`config.mk`:
```
export PLATFORM = sky130hd
export DESIGN_NAME = mem_access_unit
export DESIGN_NICKNAME = d
export VERILOG_FILES = /design/src/rtl/mem_access_unit_pkg.sv /design/src/rtl/mem_access_unit_load_extend.sv /design/src/rtl/mem_access_unit.sv
export SDC_FILE = /design/constraint.sdc
export NUM_CORES = 1
export LEC_CHECK = 0
export CAP_MARGIN = 5
export CORE_UTILIZATION = 36
export DETAILED_ROUTE_END_ITERATION = 12
export DONT_BUFFER_PORTS = 1
export PLACE_DENSITY = 0.54
export SYNTH_ARGS = -nofsm -noshare
export SYNTH_HDL_FRONTEND = slang
export SYNTH_SLANG_ARGS = --single-unit
export TNS_END_PERCENT = 100
```
`constraint.sdc`:
```
create_clock -name clk -period 21.5 [get_ports clk]
set_clock_uncertainty 0.1 [all_clocks]
set_input_delay 4.3 -clock clk [delete_from_list [all_inputs] [get_ports clk]]
set_output_delay 4.3 -clock clk [all_outputs]
set_load 0.02 [all_outputs]
```
`src/rtl/mem_access_unit_pkg.sv`:
```
`default_nettype none
// +----------------------------------------------------------------------------+
// | mem_access_unit_pkg                                                        |
// | Shared types and helpers for the memory access stage: access kind, FSM     |
// | state encoding, funct3 size codes, alignment check and byte-enable decode. |
// | Revision: 1.0 - initial release                                            |
// +----------------------------------------------------------------------------+
package mem_access_unit_pkg;

  typedef enum logic [1:0] {
    FETCH = 2'd0,
    LOAD  = 2'd1,
    STORE = 2'd2
  } access_kind_e;

  typedef enum logic [0:0] {
    IDLE = 1'b0,
    BUSY = 1'b1
  } state_e;

  localparam logic [2:0] F3_B  = 3'b000;
  localparam logic [2:0] F3_H  = 3'b001;
  localparam logic [2:0] F3_W  = 3'b010;
  localparam logic [2:0] F3_BU = 3'b100;
  localparam logic [2:0] F3_HU = 3'b101;

  // Size decode from funct3: bit 1 set means word (covers 010/011/110/111),
  // otherwise bit 0 selects half versus byte.
  function automatic logic addr_aligned(input access_kind_e kind,
                                        input logic [2:0]   f3,
                                        input logic [1:0]   off);
    logic ok;
    if (kind == FETCH || f3[1]) ok = (off == 2'b00);
    else if (f3[0])             ok = ~off[0];
    else                        ok = 1'b1;
    return ok;
  endfunction

  function automatic logic [3:0] byte_enable(input access_kind_e kind,
                                             input logic [2:0]   f3,
                                             input logic [1:0]   off);
    logic [3:0] be;
    if (kind == FETCH || f3[1]) be = 4'b1111;
    else if (f3[0])             be = 4'b0011 << {off[1], 1'b0};
    else                        be = 4'b0001 << off;
    return be;
  endfunction

endpackage
`default_nettype wire

```
`src/rtl/mem_access_unit_load_extend.sv`:
```
`default_nettype none
// +----------------------------------------------------------------------------+
// | mem_access_unit_load_extend                                                |
// | Selects the addressed byte/half lane of a bus read word and sign- or       |
// | zero-extends it according to funct3. Purely combinational.                |
// | Ports: rdata_i  - bus read word                                            |
// |        off_i    - byte offset within the word (addr[1:0])                 |
// |        funct3_i - load size/sign code                                     |
// |        data_o   - extended load result                                    |
// | Revision: 1.0 - initial release                                            |
// +----------------------------------------------------------------------------+
module mem_access_unit_load_extend
  import mem_access_unit_pkg::*;
#(
  parameter int XLEN = 32
) (
  input  logic [XLEN-1:0] rdata_i,
  input  logic [1:0]      off_i,
  input  logic [2:0]      funct3_i,
  output logic [XLEN-1:0] data_o
);

  logic [XLEN-1:0] w_lane;

  always_comb begin
    w_lane = rdata_i >> {off_i, 3'b000};
    case (funct3_i)
      F3_B:    data_o = {{(XLEN-8){w_lane[7]}},   w_lane[7:0]};
      F3_BU:   data_o = {{(XLEN-8){1'b0}},        w_lane[7:0]};
      F3_H:    data_o = {{(XLEN-16){w_lane[15]}}, w_lane[15:0]};
      F3_HU:   data_o = {{(XLEN-16){1'b0}},       w_lane[15:0]};
      F3_W:    data_o = w_lane;
      default: data_o = w_lane;
    endcase
  end

endmodule
`default_nettype wire

```
`src/rtl/mem_access_unit.sv`:
```
`default_nettype none
// +----------------------------------------------------------------------------+
// | mem_access_unit                                                            |
// | Memory-side stage behind the multicycle control FSM. Runs one handshaked   |
// | bus access per IRWrite/AddrSrc request, latches fetched instructions into  |
// | IR/OldPC and extended load data into Data, and stalls the control FSM      |
// | until the access completes, is dropped (misaligned) or times out.          |
// | Ports: clk, reset (async, active-high)                                     |
// |        ir_write_i/addr_src_i/mem_write_i/funct3_i - request strobes        |
// |        pc_i/alu_result_i/write_data_i             - address and store data|
// |        mem_*_o/mem_rdata_i/mem_ack_i               - word-wide memory bus  |
// |        instr_o/old_pc_o/data_o                     - architectural regs    |
// |        stall_o/misaligned_o/bus_error_o            - status to control     |
// | Revision: 1.0 - initial release                                            |
// +----------------------------------------------------------------------------+
module mem_access_unit
  import mem_access_unit_pkg::*;
#(
  parameter int XLEN    = 32,
  parameter int TIMEOUT = 15
) (
  input  logic            clk,
  input  logic            reset,
  input  logic            ir_write_i,
  input  logic            addr_src_i,
  input  logic            mem_write_i,
  input  logic [2:0]      funct3_i,
  input  logic [XLEN-1:0] pc_i,
  input  logic [XLEN-1:0] alu_result_i,
  input  logic [XLEN-1:0] write_data_i,
  output logic            mem_req_o,
  output logic            mem_we_o,
  output logic [XLEN-1:0] mem_addr_o,
  output logic [3:0]      mem_be_o,
  output logic [XLEN-1:0] mem_wdata_o,
  input  logic [XLEN-1:0] mem_rdata_i,
  input  logic            mem_ack_i,
  output logic [XLEN-1:0] instr_o,
  output logic [XLEN-1:0] old_pc_o,
  output logic [XLEN-1:0] data_o,
  output logic            stall_o,
  output logic            misaligned_o,
  output logic            bus_error_o
);

  logic            w_start;
  access_kind_e    w_kind;
  logic [XLEN-1:0] w_addr;
  logic            w_aligned;
  logic [3:0]      w_be;
  logic [XLEN-1:0] w_wdata;
  logic [XLEN-1:0] w_load_data;

  state_e          state_q;
  access_kind_e    kind_q;
  logic [2:0]      f3_q;
  logic [1:0]      off_q;
  logic [XLEN-1:0] pc_q;
  logic [7:0]      cnt_q;
  logic            mem_req_q;
  logic            mem_we_q;
  logic [XLEN-1:0] mem_addr_q;
  logic [3:0]      mem_be_q;
  logic [XLEN-1:0] mem_wdata_q;
  logic [XLEN-1:0] instr_q;
  logic [XLEN-1:0] old_pc_q;
  logic [XLEN-1:0] data_q;
  logic            misaligned_q;
  logic            bus_error_q;

  // Request decode; a fetch wins when both strobes are present.
  always_comb begin
    w_start = ir_write_i | addr_src_i;
    if (ir_write_i)       w_kind = FETCH;
    else if (mem_write_i) w_kind = STORE;
    else                  w_kind = LOAD;
    w_addr    = ir_write_i ? pc_i : alu_result_i;
    w_aligned = addr_aligned(w_kind, funct3_i, w_addr[1:0]);
    w_be      = byte_enable(w_kind, funct3_i, w_addr[1:0]);
    // Store data is replicated into every lane so the byte enables alone
    // select what the memory writes.
    w_wdata = '0;
    if (w_kind == STORE) begin
      if (funct3_i[1])      w_wdata = write_data_i;
      else if (funct3_i[0]) w_wdata = {(XLEN/16){write_data_i[15:0]}};
      else                  w_wdata = {(XLEN/8){write_data_i[7:0]}};
    end
  end

  mem_access_unit_load_extend #(
    .XLEN(XLEN)
  ) u_load_extend (
    .rdata_i  (mem_rdata_i),
    .off_i    (off_q),
    .funct3_i (f3_q),
    .data_o   (w_load_data)
  );

  always_ff @(posedge clk or posedge reset) begin
    if (reset) begin
      state_q      <= IDLE;
      kind_q       <= FETCH;
      f3_q         <= '0;
      off_q        <= '0;
      pc_q         <= '0;
      cnt_q        <= '0;
      mem_req_q    <= 1'b0;
      mem_we_q     <= 1'b0;
      mem_addr_q   <= '0;
      mem_be_q     <= '0;
      mem_wdata_q  <= '0;
      instr_q      <= '0;
      old_pc_q     <= '0;
      data_q       <= '0;
      misaligned_q <= 1'b0;
      bus_error_q  <= 1'b0;
    end else begin
      misaligned_q <= 1'b0;
      bus_error_q  <= 1'b0;
      case (state_q)
        IDLE: begin
          if (w_start) begin
            if (w_aligned) begin
              state_q     <= BUSY;
              kind_q      <= w_kind;
              f3_q        <= funct3_i;
              off_q       <= w_addr[1:0];
              pc_q        <= pc_i;
              cnt_q       <= '0;
              mem_req_q   <= 1'b1;
              mem_we_q    <= (w_kind == STORE);
              mem_addr_q  <= {w_addr[XLEN-1:2], 2'b00};
              mem_be_q    <= w_be;
              mem_wdata_q <= w_wdata;
            end else begin
              misaligned_q <= 1'b1;
            end
          end
        end
        BUSY: begin
          if (mem_ack_i) begin
            state_q   <= IDLE;
            mem_req_q <= 1'b0;
            mem_we_q  <= 1'b0;
            case (kind_q)
              FETCH: begin
                instr_q  <= mem_rdata_i;
                old_pc_q <= pc_q;
              end
              LOAD:    data_q <= w_load_data;
              default: ;
            endcase
          end else if (cnt_q == 8'(TIMEOUT - 1)) begin
            state_q     <= IDLE;
            mem_req_q   <= 1'b0;
            mem_we_q    <= 1'b0;
            bus_error_q <= 1'b1;
          end else begin
            cnt_q <= cnt_q + 8'd1;
          end
        end
        default: state_q <= IDLE;
      endcase
    end
  end

  // Combinational so the control FSM advances on the same edge that
  // captures the returned data.
  assign stall_o = ((state_q == IDLE) & w_start & w_aligned)
                 | ((state_q == BUSY) & ~mem_ack_i);

  assign mem_req_o    = mem_req_q;
  assign mem_we_o     = mem_we_q;
  assign mem_addr_o   = mem_addr_q;
  assign mem_be_o     = mem_be_q;
  assign mem_wdata_o  = mem_wdata_q;
  assign instr_o      = instr_q;
  assign old_pc_o     = old_pc_q;
  assign data_o       = data_q;
  assign misaligned_o = misaligned_q;
  assign bus_error_o  = bus_error_q;

endmodule
`default_nettype wire

```
---- After elaboration in Yosys (flattened, before gate mapping) ----
Cells that the tools add are included.
storage, ports and cells
  register bits ........................... 214
  input port bits ......................... 137
  output and inout port bits .............. 169
  logic and storage cells ................. 84
cells by class
  $add $sub $neg .......................... 1
  equal/unequal tests ..................... 11
  shift-type cells ........................ 3
  multiplexer cells ....................... 35
  bitwise logic cells ..................... 8
  reduce and logical (&&, ||, !) cells .... 10
operators with widths
  kind                   count
  $mux W32               4
  $pmux W32 S4           1
  $mux W8                4
  $shr A32 B5 Y32        1
  $mux W1                18
  $pmux W8 S2            1
  $reduce_and A3 Y1      4
  $add A8 B1 Y8 const B  1
  $eq A8 B4 Y1 const B   1
  $mux W4                2
  $ne A2 B2 Y1 const B   4
  $eq A3 B3 Y1 const B   2
  $logic_not A2 Y1       3
  $pmux W1 S2            3
  $mux W2                2
  $reduce_and A4 Y1      1
  $shl A1 B2 Y4 const A  1
  $shl A2 B2 Y4 const A  1
  $and A1 B1 Y1          3
  $eq A3 B1 Y1 const B   1
  $logic_not A3 Y1       1
  $ne A3 B2 Y1 const B   1
  $not A1 Y1             3
  $eq A2 B1 Y1 const B   1
  other kinds (3)        4

---- Depth between registers and ports, before layout ----
  word-level depth ........................ 8
  mapped depth ............................ 7
  depth with buffers taken out ............ 6

---- By module ----
A second synthesis with hierarchy kept.
unflattened totals
  cell total of the unflattened synthesis .. 839
  area total of the unflattened synthesis .. 9586.7 um^2
modules (own cells, without submodules)
  module                       times used  cells an instance  area each (um^2)  sequential area each (um^2)
  mem_access_unit              1           732                8892.3            5355.1
  mem_access_unit_load_extend  1           107                694.4             0.0

---- Worst setup path after synthesis ----
No wires, ideal clock.
  path kind ............................... input to output
  start ................................... input funct3_i[1]
  end ..................................... output stall_o
  arrival ................................. 5495 ps
  data required time ...................... 17100 ps
  slack ................................... 11605 ps
  stages on the path ...................... 6
  path buffers ............................ 3
  path through ............................ buf_2 > a21oi_1 > o311ai_2 > buf_2 > buf_2 > nand2_1
on the way
  cells in the longest elaborated chain, start to end .. 4
RTL lines
  what                line                       source
  from (decl)         mem_access_unit.sv:27      input logic [2:0] funct3_i,
  $logic_or A1 B1 Y1  mem_access_unit_pkg.sv:33  if (kind == FETCH || f3[1]) ok = (off == 2'b00);
  $mux W1             mem_access_unit_pkg.sv:33
  $and A1 B1 Y1       mem_access_unit.sv:169     assign stall_o = ((state_q == IDLE) & w_start & w_aligned)
  $or A1 B1 Y1        mem_access_unit.sv:170     | ((state_q == BUSY) & ~mem_ack_i);
  to (decl)           mem_access_unit.sv:41      output logic stall_o,
No other way between the ends.

---- Worst setup path in the final report ----
  start ................................... input pc_i[1]
  end ..................................... output stall_o
on the way
  cells in the longest elaborated chain, start to end .. 5
RTL lines
  what              line                       source
  from (decl)       mem_access_unit.sv:28      input logic [XLEN-1:0] pc_i,
  $mux W32          mem_access_unit.sv:77      w_addr = ir_write_i ? pc_i : alu_result_i;
  $logic_not A2 Y1  mem_access_unit_pkg.sv:33
  $mux W1           mem_access_unit_pkg.sv:33
  $and A1 B1 Y1     mem_access_unit.sv:169
  $or A1 B1 Y1      mem_access_unit.sv:170
No other way between the ends.

==> out/results.txt <==
Die W: 163 um
Number of hold buffers added after CTS: 0
Crit Reg-Reg Endpoint: pc_q[29]
Max-Cap Viols: 0
Reg-to-Reg Start: state_q
Avg Cell Area, Syn: 11.9 sq um
Worst Max-Slew Pin Slew: 1.04 ns
Post-CTS setup buffers: 0
Crit path DAT: 4.97 ns
Period utilization: 43.6%
Design Area, Final: 10400 sq um
Switching part of the total power: 37.2%
Clock net sink count: 214
Routed WL per cell: 21.6 um
Crit-path max cell delay: 0.31 ns
Post-detail-place hpwl: 16.6 mm
Cells along the critical path: o21ai_0 > o311ai_4 > nand2_1
Clock Latency Late Sink: 0.51 ns
CP max stage cell: o21ai_0
Total Wirelength: 24.0 mm
Leakage power: 4.58 nW
Num CTS Buffers: 25
Critical path type: in -> out
Initial DRC Count: 314
Global-route wire length before repair: 37.1 mm
Status: finished, final reports clean
Hold_sp: pc_q[22]
Root Buffer: clkbuf_16
DRT Pass-1 Iters: 4
Worst hold path type: reg -> reg
Final ANT Viol Nets: 0
Slew Viols, Final: 0
RSZ-0062 raised after global routing: no
Logic pwr share: 15.7%
Dpl ws: 12.14 ns
Post-synth top area share: 57.3%
Slew margin rel.: 30.4%
Worst r2r path cells: 5
Max Fclk: 107 MHz
Min Hold Slack: 0.385 ns
Sequential area share after synthesis: 57.3%
Drc violations: 0
Final net count: 909
Main synth FF type: dfrtp_1
Post-cts resize count: 0
Layout Area Growth over Synthesis: 11.3%
Post-layout power: 1.48 mW
Core Footprint: 25300 sq um
GP Congestion: 0.834
Initial antenna violation count: 1
Yosys cell types: 51
Post-synthesis instance total: 787
Clock slew at reported path FFs: 0.06 ns
# diodes: 0
Async S/R FF share, synth: 100%
Layout cells sized above 1: 21.0%
Worst setup SP type: input port
Worst vdd ir: 0.0688 mV
Switching pwr: 550 uW
CTS tree: built
Gr ovfl total: 0
EDFF count, synth: 0
Final instance count without filler cells: 1115
Placed Cells incl. Taps: 1073
Min Tclk post-route: 9.37 ns
PD cells: 142 nW/um^2
Fin util: 41.1%
Crit Path Max Fanout: 4
Seq pwr share: 56.2%
Worst R2R Setup Slack: 18.52 ns
# setup viols final: 0
Clock tree buffer depth: 3
Vias: 6006
Placed instance area: 9600 sq um
Mapped Area: 9350 sq um
Rows: 58
Die span in y: 163 um
Endpoint class of the critical path: primary output
Setup tns final: 0 ns
Endpoint, Worst Hold: old_pc_o[22]
H-tree levels: 1
Dominant cells by area after synthesis: dfrtp_1, mux2_2, mux2i_1
Req. time, crit path: 17.10 ns
Hold path cells: 1
Synth warn: 0
Setup ws final: 12.13 ns
Area leader, netlist: dfrtp_1
Int Power: 927 uW
Leading cell types in the layout, fill and taps excluded: dfrtp_1, mux2_2, nand2_1, mux2i_1, o21ai_0
# port buffers: 0
GR Util All Layers: 17.9%
Die Area: 26600 sq um
Final hold violations: 0
Top-Level Pins: 306
Vias in the first global route: 6128
Pin count of the biggest net entering global routing: 92
Initial Util: 36.9%
Commonest non-fill, non-tap cell in the layout: dfrtp_1
Clock power share: 28.1%
Yosys reg bits: 214
DR vias/cell: 5.39
-- worst max-delay path: cells and delay by family --
kind	cells	cell delay, ns
simple gates	1	0.20
compound gates	2	0.47
-- how the worst max path moves through the flow --
stage	to	from
6_report	stall_o	pc_i[1]
5_1_grt	stall_o	alu_result_i[0]
4_1_cts	stall_o	pc_i[1]
3_5_place_dp	stall_o	pc_i[1]
3_3_place_gp	stall_o	pc_i[1]
2_1_floorplan	bus_error_o	reset
-- registers in the layout (all words and copies together), names as in the netlist, 2 cells and up --
| signal | count |
|---|---|
| data_o | 32 |
| instr_o | 32 |
| mem_wdata_o | 32 |
| old_pc_o | 32 |
| pc_q | 32 |
| mem_addr_o | 30 |
| cnt_q | 8 |
| mem_be_o | 4 |
| f3_q | 3 |
| kind_q | 2 |
| off_q | 2 |
-- cell usage after synthesis (2+ instances only) --
library cell  number
dfrtp_1          214
mux2_2           109
nand2_1           69
mux2i_1           56
o21ai_0           56
a21oi_1           52
nor2_1            44
buf_2             26
a22o_1            24
clkbuf_1          20
nand2b_1          18
nor2b_1           11
a211oi_1           8
inv_1              8
o2bb2ai_1          7
nand3_1            5
and3_1             4
nor3_1             4
a221o_1            3
a31oi_1            3
and2_1             3
buf_1              3
a22oi_1            2
buf_4              2
buf_6              2
ha_1               2
nand3b_1           2
nand4_1            2
nor3b_1            2
o21a_1             2
o22ai_1            2
or4b_2             2
xnor2_1            2
-- layout make-up --
class	count	area, sq um
Fill cell	2439	14900
Clock buffer	33	696
Tap cell	330	413
Timing Repair Buffer	8	60.1
Sequential cell	214	5360
Clock inverter	9	106
Inverter	8	37.5
Multi-Input combinational cell	513	3730
-- kinds of logic after synthesis --
group / count (synthesis) / share of synthesized area [%]
DFF: 214 / 57.3
and+or+nand+nor: 172 / 8.63
AOI/OAI and AO/OA: 170 / 11.4
muxes: 165 / 19.1
buffers and inverters: 61 / 3.04
adders and majority gates: 2 / 0.268
xor gates and xnor gates: 2 / 0.187
other: 1 / 0.0401
-- layer usage --
| layer | vias to the layer above | wire length [um] | GRT usage (%) |
|---|---|---|---|
| li1 | 2749 | - | - |
| met1 | 2997 | 10200 | 23.2 |
| met2 | 227 | 11000 | 28.2 |
| met3 | 31 | 2370 | 6.32 |
| met4 | 2 | 467 | 4.72 |
| met5 | - | 13 | 0 |
-- power groups by stage --
stage / Combinational, mW / Clock, mW / Sequential, mW
2_1_floorplan: 0.216 / 0 / 0.778
6_report: 0.232 / 0.415 / 0.830
4_1_cts: 0.236 / 0.430 / 0.835
3_3_place_gp: 0.227 / 0 / 0.840
3_5_place_dp: 0.236 / 0 / 0.839
5_1_grt: 0.265 / 0.447 / 0.852
Power figures use the tool's default switching activity.
==> patch 1 (same flow settings) <==
`XLEN` is set to 32 in 2 places; all go to 48.
--- a/src/rtl/mem_access_unit_load_extend.sv
+++ b/src/rtl/mem_access_unit_load_extend.sv
@@ -12,7 +12,7 @@
 module mem_access_unit_load_extend
   import mem_access_unit_pkg::*;
 #(
-  parameter int XLEN = 32
+  parameter int XLEN = 48
 ) (
   input  logic [XLEN-1:0] rdata_i,
   input  logic [1:0]      off_i,
--- a/src/rtl/mem_access_unit.sv
+++ b/src/rtl/mem_access_unit.sv
@@ -16,7 +16,7 @@
 module mem_access_unit
   import mem_access_unit_pkg::*;
 #(
-  parameter int XLEN    = 32,
+  parameter int XLEN    = 48,
   parameter int TIMEOUT = 15
 ) (
   input  logic            clk,
Ports: changed (9 resized); port bits go from 306 to 450. No check against the original RTL was run, so the function may have changed too.
==> patch 1 against the unedited design <==
Sequential share of layout area is 0.24 points higher; largest cell class unchanged; setup slack worse by 0.32 ns; design area up 44%; total power rose by 44%; routed wire length rose by 65%; critical endpoint unchanged; first-iteration DRC count up 57%; critical path depth stayed put; largest power group unchanged; area after synthesis increased by 44%; sequential cell count grew 96; highest routed layer is now met4.
==> patch 1: results <==
export IMPL_dp_hpwl_mm=27.7
export IMPL_min_delay_path_depth=2
export IMPL_synth_area_leaders="dfrtp_1 58%, mux2_2 9.4%, nand2_1 8.6%"
export IMPL_r2r_setup_slack_ns=18.93
export IMPL_gp_congestion=0.853
export IMPL_grtUsageTotal=0.205
export IMPL_reg2reg_to="data_o[21]"
export IMPL_ys_seq_area_frac=0.576
export IMPL_p_sw_uw=809
export IMPL_synthCells=1273
export IMPL_path_max_fanout=59
export IMPL_fin_nets=1444
export IMPL_status="finished, final reports clean"
export IMPL_routed_wl_mm=39.6
export IMPL_placed_area_um2=13800
export IMPL_clk_latency_ns=0.53
export IMPL_cp_data_arrival_time_ns=5.29
export IMPL_layout_drive_gt1_share=0.155
export IMPL_viasPerCell=5.42
export IMPL_yosys_cell_types_count=59
export IMPL_worstHoldStart="pc_q[11]"
export IMPL_htreeDepth=2
export IMPL_grt_max_degree=201
export IMPL_dp_cells=1672
export IMPL_leakage_uw=0.00699
export IMPL_grt_pass1_vias=9747
export IMPL_synth_common_cells="310 x dfrtp_1, 307 x nand2_1, 113 x mux2_2"
export IMPL_cts_inserted_buffers=35
export IMPL_grt_pass1_wl_mm=59.9
export IMPL_antenna_found_initial=0
export IMPL_highest_layer="met4"
export IMPL_slowest_stage="o211ai_1"
export IMPL_preCtsSetupSlack_ns=11.84
export IMPL_stdcell_area_um2=15000
export IMPL_fillCellCount=3580
export IMPL_hold_end="pc_q[11]"
export IMPL_holdWs_ns=0.367
export IMPL_max_stage_delay_ns=0.47
export IMPL_met2_length_mm=19.3
export IMPL_drtIter0Drc=493
[patch 1: cells by family after synthesis]
| group | count (synthesis) | share of synthesized area |
|---|---|---|
| compound gates | 222 | 0.0940 |
| xor+xnor | 2 | 0.00130 |
| fa+ha+maj | 2 | 0.00186 |
| buf+inv | 90 | 0.0307 |
| flops | 310 | 0.576 |
| mux | 195 | 0.155 |
| other cells | 1 | 0.000278 |
| simple gates | 451 | 0.141 |
[patch 1: metal layers]
layer / up-vias / GRT usage
met5: - / 0
met3: 68 / 0.0786
met4: 0 / 0.0819
met2: 410 / 0.344
li1: 4306 / -
met1: 4614 / 0.235
[patch 1: cell type report]
class | count | area share
tap | 468 | 0.0390
timing repair buffer | 14 | 0.00784
clock inverter | 9 | 0.00517
inverter | 6 | 0.00200
multi-input combinational | 874 | 0.355
sequential | 310 | 0.517
clock buffer | 54 | 0.0740
[patch 1: tightest hold or removal path: stages (launching register included)]
cell and delay (ns):
dfrtp_1 0.34, nand2_1 0.05, nand2_1 0.05
[patch 1: how the worst max path moves through the flow]
stage,slack (ns),from,depth (start not counted),end
after floorplan,8.53,reset,1,bus_error_o
after detailed placement,11.84,ir_write_i,3,stall_o
after CTS,11.84,ir_write_i,3,stall_o
after global routing,11.78,ir_write_i,3,stall_o
final,11.81,ir_write_i,3,stall_o
after global placement,11.88,ir_write_i,3,stall_o
[patch 1: power groups by stage]
stage | sequential [uW] | clock (uW) | combinational [uW]
after floorplan | 1110 | 0 | 301
after global placement | 1180 | 0 | 343
after detailed placement | 1190 | 0 | 356
after CTS | 1180 | 628 | 356
after global routing | 1200 | 647 | 400
final | 1170 | 609 | 350
==> patch 2 (same flow settings) <==
Without the edit above. Register the output `bus_error_o` once more, without a reset; this adds one clock of latency there. The other outputs are not delayed to match.
--- a/src/rtl/mem_access_unit.sv
+++ b/src/rtl/mem_access_unit.sv
@@ -178,7 +178,9 @@
   assign old_pc_o     = old_pc_q;
   assign data_o       = data_q;
   assign misaligned_o = misaligned_q;
-  assign bus_error_o  = bus_error_q;
+  always_ff @(posedge clk) begin
+    bus_error_o <= bus_error_q;
+  end
 
 endmodule
 `default_nettype wire
Function: same outputs for any inputs over 4 cycles, from zero or initial values and one cycle with reset high; that may be too few to reach the edited logic, so the function may still have changed.
==> patch 2 against the unedited design <==
Area after synthesis up 0.21%; design area up 0.25%; fmax up 0.12%; routed wire length down 1.6%; sequential cell count up 1; count of clock-buffer cells in the layout unchanged; combinational power up 3%; total power down 0.38%; cell count up 0.27%; via count down 0.58%; sequential share of layout area up 0.062 points; setup slack better by 0.012 ns; critical path depth unchanged; critical endpoint unchanged; largest power group unchanged; highest routed layer is now met4.
==> patch 2: results <==
export IMPL_p_seq_uw=828
export IMPL_hold_end="bus_error_o"
export IMPL_ff_latch_area_um2=5380
export IMPL_cp_data_arrival_time_ns=4.95
export IMPL_met2_length_mm=10.8
export IMPL_synth_area_leaders="dfrtp_1 57%, mux2_2 13%, mux2i_1 6.0%"
export IMPL_p_per_area_nw_per_um2=141
export IMPL_met1Wirelength_mm=10.0
export IMPL_fin_ws_ns=12.15
export IMPL_r2r_setup_slack_ns=18.53
export IMPL_viasPerCell=5.34
export IMPL_switching_share=0.373
export IMPL_grtUsageMet3=0.0675
export IMPL_min_delay_path_depth=0
export IMPL_worstMarginPinSlew_ns=1.09
export IMPL_fin_cells=1118
export IMPL_met2_usage=0.271
export IMPL_holdWs_ns=0.254
export IMPL_slowest_stage="a21oi_1"
export IMPL_fillCellCount=2409
export IMPL_leakage_uw=0.00459
export IMPL_status="finished, final reports clean"
export IMPL_synth_async_reset_ratio=0.995
export IMPL_routed_wl_mm=23.6
export IMPL_yosys_cell_types_count=52
export IMPL_fin_nets=911
export IMPL_drtIter0Drc=363
export IMPL_grtUsageMet1=0.230
export IMPL_combPwrFrac=0.162
==> patch 2: changes by cell type after synthesis, sizes merged <==
cell   before  now
dfxtp       0    1
==> patch 2: critical path, delay by kind of cell <==
| family | cells | cell delay, ns |
|---|---|---|
| compound gates | 2 | 0.45 |
| simple gates | 1 | 0.20 |
==> patch 2: kinds of logic (layout without fill, tap and decap cells) <==
logic type | after synthesis | count (layout) | synth area share
fa+ha+maj | 2 | 2 | 0.00267
xor+xnor | 2 | 2 | 0.00187
other cells | 1 | 3 | 0.000400
buf+inv | 61 | 59 | 0.0303
simple gates | 172 | 172 | 0.0861
compound gates | 170 | 170 | 0.114
flops | 215 | 215 | 0.574
mux | 165 | 165 | 0.191
==> patch 2: final cells by class <==
cell class	count	area share
Antenna cell	1	0.000240
Clock inverter	8	0.00720
Clock buffer	33	0.0686
Timing Repair Buffer	10	0.00720
Tap cell	330	0.0396
Sequential cell	215	0.515
Multi-Input combinational cell	513	0.358
Inverter	8	0.00360
